$ cat config.mk
export PLATFORM = sky130hd
export DESIGN_NAME = xor_stream_descrambler
export DESIGN_NICKNAME = d
export VERILOG_FILES = /design/src/rtl/xor_stream_descrambler_pkg.sv /design/src/rtl/xor_stream_descrambler_lfsr_step8.sv /design/src/rtl/xor_stream_descrambler.sv
export SDC_FILE = /design/constraint.sdc
export NUM_CORES = 1
export LEC_CHECK = 0
export ABC_AREA = 1
export ABC_CLOCK_PERIOD_IN_PS = 2600
export BUFFER_PORTS_ARGS = -buffer_cell sky130_fd_sc_hd__buf_2
export CORE_ASPECT_RATIO = 1.1
export CORE_MARGIN = 5
export CORE_UTILIZATION = 40
export DETAILED_ROUTE_END_ITERATION = 7
export SYNTH_ARGS = -nofsm -noshare
export SYNTH_HDL_FRONTEND = slang
export SYNTH_SLANG_ARGS = --single-unit
$ cat constraint.sdc
create_clock -name i_clk -period 2.6 [get_ports i_clk]
set_input_delay 0.52 -clock i_clk [delete_from_list [all_inputs] [get_ports i_clk]]
set_output_delay 0.52 -clock i_clk [all_outputs]
set_load 0.01 [all_outputs]
$ cat src/rtl/xor_stream_descrambler_pkg.sv
// Shared definitions for the 8-bit XOR scrambling path (transmit scrambler and
// receive descrambler). Keeping the keystream constants here makes both ends
// generate identical keystreams.
package xor_stream_descrambler_pkg;

  localparam int unsigned LFSR_WIDTH = 16;

  // Galois feedback mask and power-on / zero-seed substitute value.
  localparam logic [LFSR_WIDTH-1:0] DEFAULT_POLY = 16'hB400;
  localparam logic [LFSR_WIDTH-1:0] DEFAULT_SEED = 16'hACE1;

  typedef enum logic {
    StRun    = 1'b0,
    StResync = 1'b1
  } state_e;

endpackage

$ cat src/rtl/xor_stream_descrambler_lfsr_step8.sv
// Combinational keystream advance: applies STEPS Galois LFSR steps to the
// current state. Shared with the transmit scrambler so both ends stay
// bit-identical.
//
// Ports:
//   i_lfsr  current LFSR state
//   o_lfsr  LFSR state after STEPS steps
module xor_stream_descrambler_lfsr_step8 #(
  parameter int unsigned            LFSR_WIDTH = 16,
  parameter int unsigned            STEPS      = 8,
  parameter logic [LFSR_WIDTH-1:0]  POLY       = 16'hB400
) (
  input  logic [LFSR_WIDTH-1:0] i_lfsr,
  output logic [LFSR_WIDTH-1:0] o_lfsr
);

  logic [LFSR_WIDTH-1:0] w_s;

  // Unrolled: each iteration shifts out bit 0 and folds it back via POLY.
  always_comb begin
    w_s = i_lfsr;
    for (int i = 0; i < STEPS; i++) begin
      if (w_s[0]) begin
        w_s = (w_s >> 1) ^ POLY;
      end else begin
        w_s = w_s >> 1;
      end
    end
    o_lfsr = w_s;
  end

endmodule

$ cat src/rtl/xor_stream_descrambler.sv
// Receive-side XOR stream descrambler. Regenerates the transmitter keystream
// with a Galois LFSR and XORs it onto incoming scrambled bytes. Valid/ready on
// both sides, one output register stage, seed resynchronisation and an
// accepted-byte counter.
//
// Ports:
//   i_clk         clock, rising edge
//   i_reset       asynchronous active-high reset
//   i_seed_load   one-cycle pulse: load i_seed, drop held output, clear count
//   i_seed        new LFSR value (zero is replaced by SEED_DEFAULT)
//   i_s_valid     scrambled byte present
//   o_s_ready     block can accept a byte this cycle
//   i_s_data      scrambled byte
//   o_m_valid     plaintext byte present
//   i_m_ready     consumer accepts a byte
//   o_m_data      recovered plaintext byte
//   o_byte_count  bytes accepted since last reset or seed load (wraps)
module xor_stream_descrambler #(
  parameter int unsigned           DATA_WIDTH   = 8,
  parameter int unsigned           LFSR_WIDTH   = 16,
  parameter logic [LFSR_WIDTH-1:0] POLY         = xor_stream_descrambler_pkg::DEFAULT_POLY,
  parameter logic [LFSR_WIDTH-1:0] SEED_DEFAULT = xor_stream_descrambler_pkg::DEFAULT_SEED,
  parameter int unsigned           CNT_WIDTH    = 16
) (
  input  logic                  i_clk,
  input  logic                  i_reset,
  input  logic                  i_seed_load,
  input  logic [LFSR_WIDTH-1:0] i_seed,
  input  logic                  i_s_valid,
  output logic                  o_s_ready,
  input  logic [DATA_WIDTH-1:0] i_s_data,
  output logic                  o_m_valid,
  input  logic                  i_m_ready,
  output logic [DATA_WIDTH-1:0] o_m_data,
  output logic [CNT_WIDTH-1:0]  o_byte_count
);

  import xor_stream_descrambler_pkg::*;

  state_e                r_state;
  state_e                w_state_next;
  logic [LFSR_WIDTH-1:0] r_lfsr;
  logic [LFSR_WIDTH-1:0] w_lfsr_next;
  logic                  r_m_valid;
  logic [DATA_WIDTH-1:0] r_m_data;
  logic [CNT_WIDTH-1:0]  r_count;
  logic                  w_s_ready;
  logic                  w_xfer;

  xor_stream_descrambler_lfsr_step8 #(
    .LFSR_WIDTH (LFSR_WIDTH),
    .STEPS      (DATA_WIDTH),
    .POLY       (POLY)
  ) u_step (
    .i_lfsr (r_lfsr),
    .o_lfsr (w_lfsr_next)
  );

  // seed_load takes priority over a transfer, so the sender must hold its byte.
  assign w_s_ready = !i_reset && (r_state == StRun) && !i_seed_load &&
                     (!r_m_valid || i_m_ready);
  assign w_xfer    = i_s_valid && w_s_ready;

  // A seed load in either state (re)enters RESYNC for one cycle.
  always_comb begin
    w_state_next = r_state;
    unique case (r_state)
      StRun:    w_state_next = i_seed_load ? StResync : StRun;
      StResync: w_state_next = i_seed_load ? StResync : StRun;
      default:  w_state_next = StRun;
    endcase
  end

  always_ff @(posedge i_clk or posedge i_reset) begin
    if (i_reset) begin
      r_state   <= StRun;
      r_lfsr    <= SEED_DEFAULT;
      r_m_valid <= 1'b0;
      r_m_data  <= '0;
      r_count   <= '0;
    end else begin
      r_state <= w_state_next;
      if (i_seed_load) begin
        // Zero seed would lock the LFSR; substitute the default.
        r_lfsr    <= (i_seed == '0) ? SEED_DEFAULT : i_seed;
        r_m_valid <= 1'b0;
        r_count   <= '0;
      end else if (w_xfer) begin
        r_m_data  <= i_s_data ^ r_lfsr[DATA_WIDTH-1:0];
        r_m_valid <= 1'b1;
        r_lfsr    <= w_lfsr_next;
        r_count   <= r_count + 1'b1;
      end else if (i_m_ready) begin
        r_m_valid <= 1'b0;
      end
    end
  end

  assign o_s_ready    = w_s_ready;
  assign o_m_valid    = r_m_valid;
  assign o_m_data     = r_m_data;
  assign o_byte_count = r_count;

endmodule

* Word level (Yosys, flattened, before mapping) *
Cells that the tools add are included.

cells by class
  add/subtract/negate cells = 1
  mux-type cells = 17
  bitwise gates (word level) = 11
  reduce and logical (&&, ||, !) cells = 12

operators by type and width
  cell                                           count
  two-way mux 16 bit                             13
  NOT 3 -> 4 bit                                 8
  adder 16 x 1 -> 16 bit, second input constant  1
  zero test 16 bit                               1
  bitwise XOR 8 bit                              1
  logical AND 1 bit                              4
  two-way mux 1 bit                              4
  zero test 1 bit                                3
  nonzero test 3 bit                             1
  NOT 1 bit                                      2
  AND reduction 2 bit                            1
  nonzero test 2 bit                             1
  logical OR 1 bit                               1

storage, ports and cells
  flip-flop bits (word level) = 42
  bits of input ports = 29
  output and inout port bits = 26

* Longest topological paths before layout *
Gate-level depths: netlist of the first run.

  depth after elaboration = 18
  mapped depth = 8
  gate-level depth less buffers = 8

* Hierarchy *
From an unflattened synthesis of the first run, not the netlist that was laid out.

second synthesis, totals
  cell total of the unflattened synthesis = 405
  area total of the unflattened synthesis = 2716.4 um^2

by module, submodules not included
  module                             instances  cells an instance  area each (um^2)  seq. area each (um^2)
  xor_stream_descrambler             1          318                2347.3            1061.0
  xor_stream_descrambler_lfsr_step8  1          87                 369.1             0.0

* Worst setup path before layout of the first run *
Ideal clock, no wire load.

  path kind = input to output
  start = input port i_m_ready
  end = output port o_s_ready
  data arrival time = 0.903 ns
  required time = 2.080 ns
  slack = 1.177 ns
  stages on the path = 4
  path through = inv_1 nand2_1 nand3_4 inv_1

on the way
  word-level cells in the longest chain between the ends = 2

ends and longest elaborated chain
  what               line                          text
  from (decl)        xor_stream_descrambler.sv:33  input logic i_m_ready,
  logical OR 1 bit   xor_stream_descrambler.sv:61  (!r_m_valid || i_m_ready);
  logical AND 1 bit  xor_stream_descrambler.sv:60  assign w_s_ready = !i_reset && (r_state == StRun) && !i_seed_load &&
  to (decl)          xor_stream_descrambler.sv:30  output logic o_s_ready,

No other way between the ends.

* Worst setup path in the final report of the first run *
  start = input port i_seed_load
  end = output port o_s_ready

on the way
  word-level cells in the longest chain between the ends = 3

ends and longest elaborated chain
  what                            line                          text
  from (decl)                     xor_stream_descrambler.sv:27  input logic i_seed_load,
  zero test 1 bit                 xor_stream_descrambler.sv:60
  logical AND 1 bit (2 in a row)  xor_stream_descrambler.sv:60

No other way between the ends.

==> impl_results.md, run 1 <==
* Worst Path Required at 2.08 ns
* Simple-gate share of the synthesized area at 31.8%
* Clock Path Buffers at 2
* Final setup TNS at 0 ns
* Ranking of synthesized cells by area: dfrtp_1 (35%), nand2_1 (12%), nor2_1 (9.8%), dfstp_2 (8.6%), xnor2_1 (5.7%)
* Port Buf Inserts at 54
* Worst R2R Start: o_m_valid
* Max cap viols at 0
* Final Power at 0.00173 W
* Filler Cell Count at 600
* Sw Pwr at 0.000458 W
* Number of global-route vias before repair at 2127
* Synthesized area per cell at 7.70 µm²
* Switch share at 26.5%
* Reg2Reg Depth at 6
* Total GRT Usage at 16.6%
* CP startpoint: i_seed_load
* Leak pwr at 1.39 nW
* Most frequent cells in the layout: nand2_1 (81), nor2_1 (64), buf_2 (54)
* Hold crit path type: in2async
* Initial drt markers at 126
* Clk root buf: clkbuf_8
* Final WL at 6090 µm
* Hold Fails Final Rpt at 0
* Share of Yosys cell area claimed by the top area cell type at 34.9%
* Cell-internal power at 0.00127 W
* Final setup fails at 0
* Setup Fix Bufs, Post-CTS at 0
* Logic pwr share at 17.6%
* Synth Area in Compound Gates at 9.12%
* Grt total ovfl at 0
* Shortest period the worst path allows at 1.72 ns
* Register bit total from synthesis at 42
* Final count of pins violating max slew at 0
* Crit path arrival time at 1.20 ns
* First-pass GRT wire length at 10500 µm
* Drt pass-1 iters at 4
* Reg2reg setup slack at 0.97 ns
* FMAX at 581 MHz
* CP Launch Type: primary input
* GPL Wtd Cong at 0.812
* Avg WL per Cell at 13.6 µm
* Vias per cell at 4.92
* Status: finished clean
* Cell Area, Synth at 0.00244 mm²
* Vias at 2204
* CTS Buf Count at 5
* Post-synth EDFFs at 0
* Post-synth net total at 347
* CP Class: in2out
* Clk_lat worst skew at 0.29 ns
* Post-Synth XOR/XNOR Area at 7.53%
* Period utilization at 66.2%
* Synth warnings at 0
* Width of the die at 84.5 µm
* Pwr Density at 599 mW/mm²
* Post-synthesis cell count at 317
* Pin count of the biggest net entering global routing at 25
* Largest fanout on the critical path at 8
* Area Overhead vs Synth at 18.3%
* Combinational family with the most area after synthesis: simple AND/OR/NAND/NOR gates
* Resized cells post-CTS at 0
* Hpwl dp at 4650 µm
* Clock sinks at 42
* Antenna cells at 0
* Commonest non-fill, non-tap cell in the layout: nand2_1
* Multiplexer share of the synthesized area at 0%
* Sequential share of power at 45.4%
* Area of the die at 0.00777 mm²
* Worst reg2reg path endpoint: o_byte_count[14]
* Clk pwr share at 37.0%
* Slew @ Worst Pin at 0.337 ns
* Cell taking the most area after synthesis: dfrtp_1
* Initial antenna violation count at 0
* Sequential-to-total area share from yosys stat at 43.5%
* Slew headroom at 77.5%
* Antenna viol nets, final at 0
* Core box area at 0.00584 mm²
* Adder-cell share of the synthesized area at 0.513%
* Die height at 91.9 µm
* Most common flop cell mapped by yosys: dfrtp_1
* Worst-path clk slew at 0.08 ns
* Clock Skew at 0.0103 ns
* CP Capture Type: output port
* Share of layout cells above drive strength 1 at 21.6%
* Site row count at 29
* Io pins at 55
* CTS tree: built
* RSZ-0062 raised after global routing: false
* Distinct cells, synth at 29
* Net count, final at 400
* Hold_buf cts at 0
* Peak supply drop at 0.280 mV
* Initial Util at 41.8%
* Total number of H-tree levels at 2
* DRC violations left at 0
* Ys async rst share at 100%
## cells in the mapped netlist (4+ instances only)
| cell type | n |
|---|---|
| o22ai_1 | 8 |
| inv_1 | 23 |
| o21bai_1 | 4 |
| buf_6 | 4 |
| buf_2 | 4 |
| o21ai_0 | 16 |
| a21oi_1 | 6 |
| dfstp_2 | 8 |
| nand3_1 | 11 |
| nor2_1 | 64 |
| nand4_1 | 10 |
| nand2_1 | 81 |
| dfrtp_1 | 34 |
| xnor2_1 | 16 |
| xor2_1 | 5 |
## power groups by stage
stage | Clock, W | Combinational (W) | Sequential [W]
global route | 0.000687 | 0.000346 | 0.000796
floorplan | 0 | 0.000213 | 0.000787
global placement | 0 | 0.000302 | 0.000797
detailed placement | 0 | 0.000309 | 0.000797
CTS | 0.000652 | 0.000310 | 0.000786
finish | 0.000639 | 0.000305 | 0.000785
## layout make-up
| cell class | count | area [µm²] | area share [%] |
|---|---|---|---|
| well taps | 77 | 96.3 | 3.33 |
| inverters | 23 | 86.3 | 2.99 |
| multi-input cells | 239 | 1190 | 41.4 |
| flip-flops and latches | 42 | 1060 | 36.7 |
| clock buffers | 6 | 82.6 | 2.86 |
| clock inverters | 2 | 60.1 | 2.08 |
| repair buffers | 59 | 308 | 10.7 |
## routing by layer
layer | share of wire, % | global-route usage [%] | up-vias
met5 | 0 | 0 | -
met4 | 0.92 | 3.96 | 0
met3 | 4.6 | 3.14 | 5
met2 | 49 | 27.9 | 53
met1 | 46 | 22.0 | 1023
li1 | - | - | 1123
## cell families after synthesis
kind of cell | count (synthesis)
xor+xnor | 21
buf+inv | 36
simple gates | 178
flops | 42
compound gates | 39
fa+ha+maj | 1
## metrics by stage
stage                     instances  instance area [µm²]  util, %  setup slack [ns]  hold slack, ns
final                           448                 2890     49.5             0.879           0.193
after floorplan                 317                 2440        -              1.12           0.455
after CTS                       448                 2890     49.5             0.862           0.194
after detailed placement        440                 2750     47.0             0.633           0.469
after global placement          440                 2750     47.0             0.689           0.462
after global routing            448                 2890     49.5             0.802           0.219
## flip-flops by register name, summed over array words and instances (netlist names)
register and cells:
o_m_valid 1, o_byte_count 16, r_lfsr 16, r_state 1
o_m_data 8
## worst max-delay path by stage
stage	to	cells past startpoint	slack, ns
4_1_cts	o_s_ready	4	0.86
6_report	o_s_ready	5	0.88
3_5_place_dp	o_byte_count[14]	7	0.63
3_3_place_gp	o_byte_count[12]	7	0.69
5_1_grt	o_byte_count[11]	6	0.80
2_1_floorplan	o_byte_count[0]	1	1.12
## critical path, cell delays in order
cell and delay [ns]:
buf_2 0.17, nor2_4 0.18, nand3_4 0.12, inv_1 0.08
buf_2 0.13
(Power assumes the default switching activity.)
==> run 2, diff against run 1 <==
Settings changed: ABC_CLOCK_PERIOD_IN_PS 2600 to 1800.
Clock period 2.6 ns to 1.8 ns, I/O delays scaled along.
==> run 2 against run 1 <==
Effect of this change:
- flip-flop and latch count did not move
- sequential share of layout area fell by 0.44 points
- utilization rose by 0.60 points
- cell area rose by 1.2%
- via count rose by 1.5%
- setup slack got worse by 0.66 ns
- die area did not move
- register-to-register slack got worse by 0.68 ns
- wire length rose by 4.9%
- clock power rose by 47%
==> impl_results.md, run 2 (synthesized netlist as in run 1, its figures left out) <==
* Hpwl dp at 4860 µm (+4.6%)
* Final core utilization at 50.1% (+0.60 points)
* Pwr Density at 864 mW/mm² (+44%)
* Worst Path Required at 1.44 ns (-0.64 ns)
* RSZ-0062 raised after global routing: false
* Status: finished clean
* Initial Util at 41.8% (unchanged)
* Clk_lat worst skew at 0.30 ns (about the same)
* Total GRT Usage at 17.4% (+0.81 points)
* Final WL at 6390 µm (+4.9%)
* Hold_buf cts at 0 (unchanged)
* CP Class: reg2out
* Reg2reg setup slack at 0.29 ns (-0.68 ns)
* Shortest period the worst path allows at 1.58 ns
* CP Capture Type: output port
* Peak supply drop at 0.507 mV (+81%)
* CP max stage delay at 0.38 ns (+0.20 ns)
* Clock sinks at 42 (unchanged)
* CP delay by family, top: flip-flops
* Largest fanout on the critical path at 4 (-4)
* Resized cells post-CTS at 0 (unchanged)
* Vias per cell at 4.96 (+0.78%)
* Clk root buf: clkbuf_8
* Worst-path clk slew at 0.09 ns (about the same)
* CTS tree: built
* Final setup TNS at 0 ns (unchanged)
* Setup Fix Bufs, Post-CTS at 0 (unchanged)
* Number of global-route vias before repair at 2194 (+3.1%)
* Clock Skew at 0.0122 ns (+0.00195 ns)
* Width of the die at 84.5 µm (unchanged)
* Hold crit path type: in2async
* First-pass GRT wire length at 10700 µm (+2.4%)
* Drt pass-1 iters at 4 (unchanged)
* Leak pwr at 1.41 nW (+1.3%)
* Max cap viols at 0 (unchanged)
* GPL Wtd Cong at 0.811 (-0.16%)
* Initial drt markers at 68 (-46%)
* Vias at 2236 (+1.5%)
* Clock Path Buffers at 2 (unchanged)
* Site row count at 29 (unchanged)
* Antenna viol nets, final at 0 (unchanged)
* Core box area at 0.00584 mm² (unchanged)
* Pin count of the biggest net entering global routing at 37 (+48%)
* Grt total ovfl at 0 (unchanged)
* Slowest-stage cell, CP: dfrtp_1
* Area of the die at 0.00777 mm² (unchanged)
* Crit path buffers/inverters at 2 (-1)
* Commonest non-fill, non-tap cell in the layout: nand2_1
* Share of layout cells above drive strength 1 at 22.2% (+0.63 points)
* Net count, final at 403 (+0.75%)
* Period utilization at 87.8%
* Port Buf Inserts at 54 (unchanged)
* CP Launch Type: flop
* Worst hold margin at 0.0396 ns (-0.154 ns)
* Hold Fails Final Rpt at 0 (unchanged)
* DRC violations left at 0 (unchanged)
* Final setup fails at 0 (unchanged)
* Initial antenna violation count at 0 (unchanged)
* Crit path arrival time at 1.22 ns (+0.02 ns)
* CTS Buf Count at 5 (unchanged)
* Final count of pins violating max slew at 0 (unchanged)
* Area Overhead vs Synth at 19.8%
* Most frequent cells in the layout: nand2_1 (81), nor2_1 (64), buf_2 (54)
* Antenna cells at 0 (unchanged)
* Critical-path cell list: nand2_1 > nand3_4 > inv_1 > buf_2
* Io pins at 55 (unchanged)
* Slew @ Worst Pin at 0.343 ns (+0.00615 ns)
* Slew headroom at 77.0% (-0.44 points)
* FMAX at 633 MHz
* Die height at 91.9 µm (unchanged)
* Avg WL per Cell at 14.2 µm (+4.2%)
* Total number of H-tree levels at 2 (unchanged)
-- run 2: stage by stage --
stage / cell area, µm² / power, W / std cells / setup WS [ns]
after floorplan: 2440 / 0.00144 / 317 / 0.478
after global placement: 2780 / 0.00160 / 443 / 0.272
after detailed placement: 2780 / 0.00161 / 443 / 0.229
after CTS: 2920 / 0.00255 / 451 / 0.186
after global routing: 2920 / 0.00266 / 451 / 0.132
final: 2920 / 0.00253 / 451 / 0.219
-- run 2: where the power goes --
| group | leakage [nW] | total [W] | internal [W] | switching, W |
|---|---|---|---|---|
| sequential | 0.523 | 0.00113 | 0.00105 | 0.0000835 |
| combinational | 0.812 | 0.000453 | 0.000202 | 0.000251 |
| clock | 0.0714 | 0.000940 | 0.000592 | 0.000348 |
| total | 1.41 | 0.00253 | 0.00184 | 0.000683 |
-- run 2: layer usage --
metal	global-route usage (%)	wire length [µm]	vias to the layer above
li1	-	-	1126
met3	4.03	390	8
met5	0	0	-
met2	30.4	3150	66
met4	6.46	108	0
met1	20.7	2740	1036
-- run 2: cell type report --
| cell class | count | area [µm²] |
|---|---|---|
| timing repair buffer | 62 | 343 |
| inverter | 23 | 86.3 |
| tap | 77 | 96.3 |
| sequential | 42 | 1060 |
| clock inverter | 2 | 60.1 |
| clock buffer | 6 | 82.6 |
| multi-input combinational | 239 | 1190 |
| fill | 598 | 2920 |
-- run 2: worst register-to-register path, delay by kind of cell, from the launching register on --
| kind | cells | cell delay [ns] |
|---|---|---|
| adders and majority gates | 1 | 0.22 |
| DFF | 1 | 0.42 |
| and+or+nand+nor | 7 | 0.76 |
-- run 2: final timing paths --
check / startpoint / to / cells after the start
setup / recovery: o_m_valid / o_s_ready / 4
hold / removal: i_reset / o_m_data[1] / 2
setup reg to reg: o_byte_count[1] / o_byte_count[10] / 8
hold reg to reg: r_lfsr[15] / r_lfsr[15] / 2
max in group asynchronous: i_reset / r_lfsr[10] / 3
min in group i_clk: i_seed[2] / r_lfsr[2] / 3
